## config.mk

```make
export PLATFORM = sky130hd
export DESIGN_NAME = ctrl_pipe
export DESIGN_NICKNAME = d
export VERILOG_FILES = /design/src/rtl/ctrl_pipe.sv
export SDC_FILE = /design/constraint.sdc
export NUM_CORES = 1
export LEC_CHECK = 0
export ABC_CLOCK_PERIOD_IN_PS = 2300
export BUFFER_PORTS_ARGS = -buffer_cell sky130_fd_sc_hd__buf_2
export CAP_MARGIN = 20
export CELL_PAD_IN_SITES_DETAIL_PLACEMENT = 2
export CELL_PAD_IN_SITES_GLOBAL_PLACEMENT = 2
export CORE_UTILIZATION = 25
export DETAILED_ROUTE_END_ITERATION = 16
export PLACE_DENSITY = 0.75
export SETUP_SLACK_MARGIN = 0.2
export SYNTH_ARGS = -nofsm -noshare
export SYNTH_HDL_FRONTEND = slang
export SYNTH_SLANG_ARGS = --single-unit
```

## constraint.sdc

```tcl
create_clock -name clk -period 2.3 [get_ports clk]
set_clock_uncertainty 0.05 [all_clocks]
set_input_delay 0 -clock clk [delete_from_list [all_inputs] [get_ports clk]]
set_output_delay 0 -clock clk [all_outputs]
set_load 0.02 [all_outputs]
```

## src/rtl/ctrl_pipe.sv

```systemverilog
// rtl/ctrl_pipe.sv - control-word pipeline (EX/MEM/WB) with stall, flush, per-stage masking
// and a saturating retired-bubble counter.
module ctrl_pipe #(
  parameter int CTRL_W      = 8,
  parameter int NUM_STAGES  = 3,
  parameter int FLUSH_DEPTH = 2,
  parameter logic [NUM_STAGES*CTRL_W-1:0] KEEP_MASK = '1
) (
  input  logic                         clk,
  input  logic                         reset,
  input  logic [CTRL_W-1:0]            ctrl_in,
  input  logic                         valid_in,
  input  logic                         nop_sel,
  input  logic                         stall_in,
  input  logic                         flush_in,
  output logic                         ready_out,
  output logic [NUM_STAGES*CTRL_W-1:0] ctrl_out,
  output logic [NUM_STAGES-1:0]        valid_out,
  output logic [15:0]                  bubble_cnt
);

  logic [NUM_STAGES-1:0][CTRL_W-1:0] keep;
  logic [NUM_STAGES-1:0][CTRL_W-1:0] word_q;
  logic [NUM_STAGES-1:0][CTRL_W-1:0] word_d;
  logic [NUM_STAGES-1:0][CTRL_W-1:0] prev_w;
  logic [NUM_STAGES-1:0]             vld_q;
  logic [NUM_STAGES-1:0]             vld_d;
  logic [NUM_STAGES-1:0]             prev_v;
  logic                              take;

  assign keep      = KEEP_MASK;
  assign take      = valid_in & ~nop_sel;
  assign ready_out = ~stall_in | flush_in;
  assign ctrl_out  = word_q;
  assign valid_out = vld_q;

  // prev_* is what each stage would load on a plain advance; a rejected entry is an all-zero bubble
  assign prev_w = {word_q[NUM_STAGES-2:0], {CTRL_W{take}} & ctrl_in};
  assign prev_v = {vld_q[NUM_STAGES-2:0], take};

  always_comb begin
    word_d = '0;
    vld_d  = '0;
    for (int k = 0; k < NUM_STAGES; k++) begin
      word_d[k] = prev_w[k] & keep[k];
      vld_d[k]  = prev_v[k];
    end
    if (flush_in) begin
      for (int k = 0; k < NUM_STAGES; k++) begin
        if (k < FLUSH_DEPTH) begin
          word_d[k] = '0;
          vld_d[k]  = 1'b0;
        end
      end
    end else if (stall_in) begin
      word_d[0] = word_q[0];
      vld_d[0]  = vld_q[0];
      word_d[1] = '0;
      vld_d[1]  = 1'b0;
    end
  end

  always_ff @(posedge clk or negedge reset) begin
    if (!reset) begin
      word_q     <= '0;
      vld_q      <= '0;
      bubble_cnt <= '0;
    end else begin
      word_q <= word_d;
      vld_q  <= vld_d;
      if (!vld_q[NUM_STAGES-1] && bubble_cnt != 16'hFFFF)
        bubble_cnt <= bubble_cnt + 16'd1;
    end
  end

endmodule

```

==> impl_metrics.py <==
metrics = {
    "timing": {
        "grt_setup_unrepaired": "no",
        "timing.hold.ws_ps": 23.95,
        "hold_viol_final": 0,
        "final.setup.tns_ps": 0,
        "tightest_slew_margin_relative_to_the_limit_pct": 35.64,
        "final_period_minus_worst_setup_slack_ps": 1692,
        "final-setup-viol-count": 0,
        "worstMarginPinSlew_ps": 965.4,
        "final-max-slew-violation-count": 0,
        "max_freq_ghz": 0.5909,
        "fin_crit_sh_pct": 73.58,
        "setup_ws_ps": 607.6,
    },
    "synth": {
        "synthesis.area_mm2": 0.001732,
        "synth-seq-cells": 43,
        "synth.yosys.warnings": 0,
        "netlist-cell-type-count": 35,
        "yosys-mux-area-fraction_pct": 3.468,
        "synthesized_nets": 146,
        "synth_fa_ha_area_share_pct": 0.7225,
        "synth_compound_gate_area_share_pct": 8.743,
        "synthesis.instances": 131,
        "synth_enable_flop_cells": 0,
        "synth_xor_xnor_area_share_pct": 4.046,
        "post_syn_area_per_cell_um2": 13.22,
        "post_synth_and_or_nand_nor_area_fraction_pct": 16.33,
        "ys_async_sr_fraction_pct": 100.0,
        "synth_top_family_by_area": "simple AND/OR/NAND/NOR gates",
        "synth_seq_area_share_pct": 62.14,
        "yosys_most_used_dff": "dfrtp_1",
    },
    "critical_path": {
        "worst_setup_path_start_kind": "register",
        "worstSetupEndpointType": "register",
        "critPathRequiredTime_ps": 2440,
        "setup.reg_to_reg.worst_slack_ps": 610,
        "crit_arrival_ps": 1830,
        "criticalPathCategory": "register to register",
        "timing.critical_path.fanout_max": 7,
    },
    "place": {
        "pre_cts_slack_ps": 596.2,
        "globalplace.congestion": 0.6799,
        "dp_hpwl_um": 2893,
        "placement.io_buffers": 57,
    },
    "clock_tree": {
        "cts_resized": 0,
        "numCtsBuffers": 5,
        "number_of_buffers_on_the_longest_clock_path": 2,
        "cts.root.buffer_cell": "clkbuf_8",
        "clock_sinks": 43,
        "clock_tree_from_tritoncts": "built",
        "clock_insertion_delay_at_the_later_pin_of_the_skew_report_ps": 290,
        "clkSlewWorstSetupHoldPaths_ps": 90,
        "post-cts-setup-buffers": 0,
        "ctsHtreeMaxLevel": 2,
        "post_cts_hold_buffer_count": 9,
    },
    "detailed_routing": {
        "first_iter_violations": 23,
        "drc_errors": 0,
        "routed-via-count": 1253,
        "first_pass_iters": 4,
        "detail_route.wirelength_um": 4037,
        "avg_vias_per_cell": 4.607,
        "number_of_nets_with_antenna_violations_after_detailed_routing": 0,
        "wire_per_inst_um": 14.84,
    },
    "grt": {
        "grt_remaining_overflow": 0,
        "use_met2_pct": 21.55,
        "antenna_found_initial": 0,
        "met1_usage_pct": 14.40,
        "number_of_global_route_vias_before_repair": 1387,
        "largest_net_degree_at_the_start_of_global_routing": 44,
        "wire_length_of_the_first_global_routing_pass_um": 6893,
        "overall_routing_resource_usage_pct": 12.10,
        "use_met3_pct": 3.794,
        "top_usage_layer": "met2",
    },
    "final_layout": {
        "synthToLayoutAreaGrowth_pct": 30.13,
        "final_net_count": 209,
        "final_cell_mix": "buf_2 (57), dfrtp_1 (43), and2_1 (10)",
        "diodes": 0,
        "fillerInstances": 695,
        "layout.cells.most_common": "buf_2",
        "final_layout_size_suffix_gt1_share_pct": 38.97,
        "layout.core_utilization_pct": 34.50,
    },
    "power_and_ir_drop": {
        "static-leakage-power_uw": 0.001167,
        "ir_worst_vdd_v": 0.0002707,
        "design_power_total_uw": 2020,
        "power.density_cell_area_mw_per_mm2": 896.4,
    },
    "floorplan": {
        "floorplan.rows": 29,
        "floorplan.core_area_mm2": 0.006531,
        "start_util_pct": 26.51,
        "floorplan.die.width_um": 85.23,
        "i_o_pins": 58,
        "die_y_um": 85.23,
        "die_area_mm2": 0.007263,
    },
    "job": {
        "max_cap_viol_count": 0,
    },
    "worst_hold_path": {
        "hold_path_class": "primary input to register",
    },
    "run_status": {
        "status": "finished, final reports clean",
    },
}
==> synth_stat cells, drive strengths merged (2+ instances only) <==
cell type / n / area [um2]
nand4: 7 / 43.79
nand2b: 2 / 12.51
nand3: 3 / 20.02
dfrtp: 43 / 1076
nor2: 3 / 11.26
mux2: 5 / 60.05
and3: 2 / 12.51
a21oi: 3 / 15.01
a31oi: 2 / 12.51
buf: 9 / 67.56
and2: 10 / 62.56
inv: 2 / 7.510
a22o: 8 / 70.07
nand2: 7 / 36.29
and4: 2 / 22.52
nor2b: 2 / 12.51
o31a: 2 / 17.52
xnor2: 7 / 61.31
nor3b: 2 / 26.28
==> through the flow <==
step | area, um2 | cells
after CTS | 2253 | 272
final | 2253 | 272
after global routing | 2253 | 272
after floorplan | 1732 | 131
after global placement | 2042 | 255
after detailed placement | 2042 | 255
==> flip-flops by register name, indices dropped and copies added (netlist names) <==
signal,count
valid_out,3
ctrl_out,24
bubble_cnt,16
==> report_power, final <==
part	leakage, uW	switching [uW]	internal, uW
logic	0.000524	261	192
clock network	0.0000618	273	357
registers	0.000582	106	831
==> path summary, 6_finish.rpt <==
check	depth (start not counted)	from	end
setup / recovery	4	bubble_cnt[0]	bubble_cnt[14]
hold / removal	3	nop_sel	valid_out[0]
setup reg to reg	4	bubble_cnt[0]	bubble_cnt[14]
hold reg to reg	0	ctrl_out[12]	ctrl_out[20]
max in group asynchronous	2	reset	ctrl_out[9]
min in group asynchronous	2	reset	bubble_cnt[10]
==> worst max-delay path, cell delays in order, from the launching register on <==
cell	delay [ps]
dfrtp_1	430
ha_1	280
nor3b_4	360
nand4_1	150
mux2_1	320
==> area by class of cell <==
type                    count  area [um2]  share of cell area [%]
well taps                  77       96.34                   4.275
inverters                   2       7.507                  0.3331
clock buffers               6       82.58                   3.665
flip-flops and latches     43        1076                   47.75
multi-input cells          76       576.8                   25.60
repair buffers             66       375.4                   16.66
clock inverters             2       38.79                   1.721
==> logic make-up after synthesis <==
| group | after synthesis |
|---|---|
| AOI/OAI and AO/OA | 20 |
| xor gates and xnor gates | 8 |
| adders and majority gates | 1 |
| buffers and inverters | 12 |
| DFF | 43 |
| muxes | 5 |
| and+or+nand+nor | 42 |
==> per-layer routing <==
| layer | routed length [um] | vias up | part of all wire, % |
|---|---|---|---|
| met2 | 2071 | 43 | 51 |
| met4 | 21 | 0 | 0.52 |
| met3 | 279 | 2 | 6.9 |
| li1 | - | 582 | - |
| met5 | 0 | - | 0 |
| met1 | 1664 | 626 | 41 |
(Power assumes the default switching activity.)
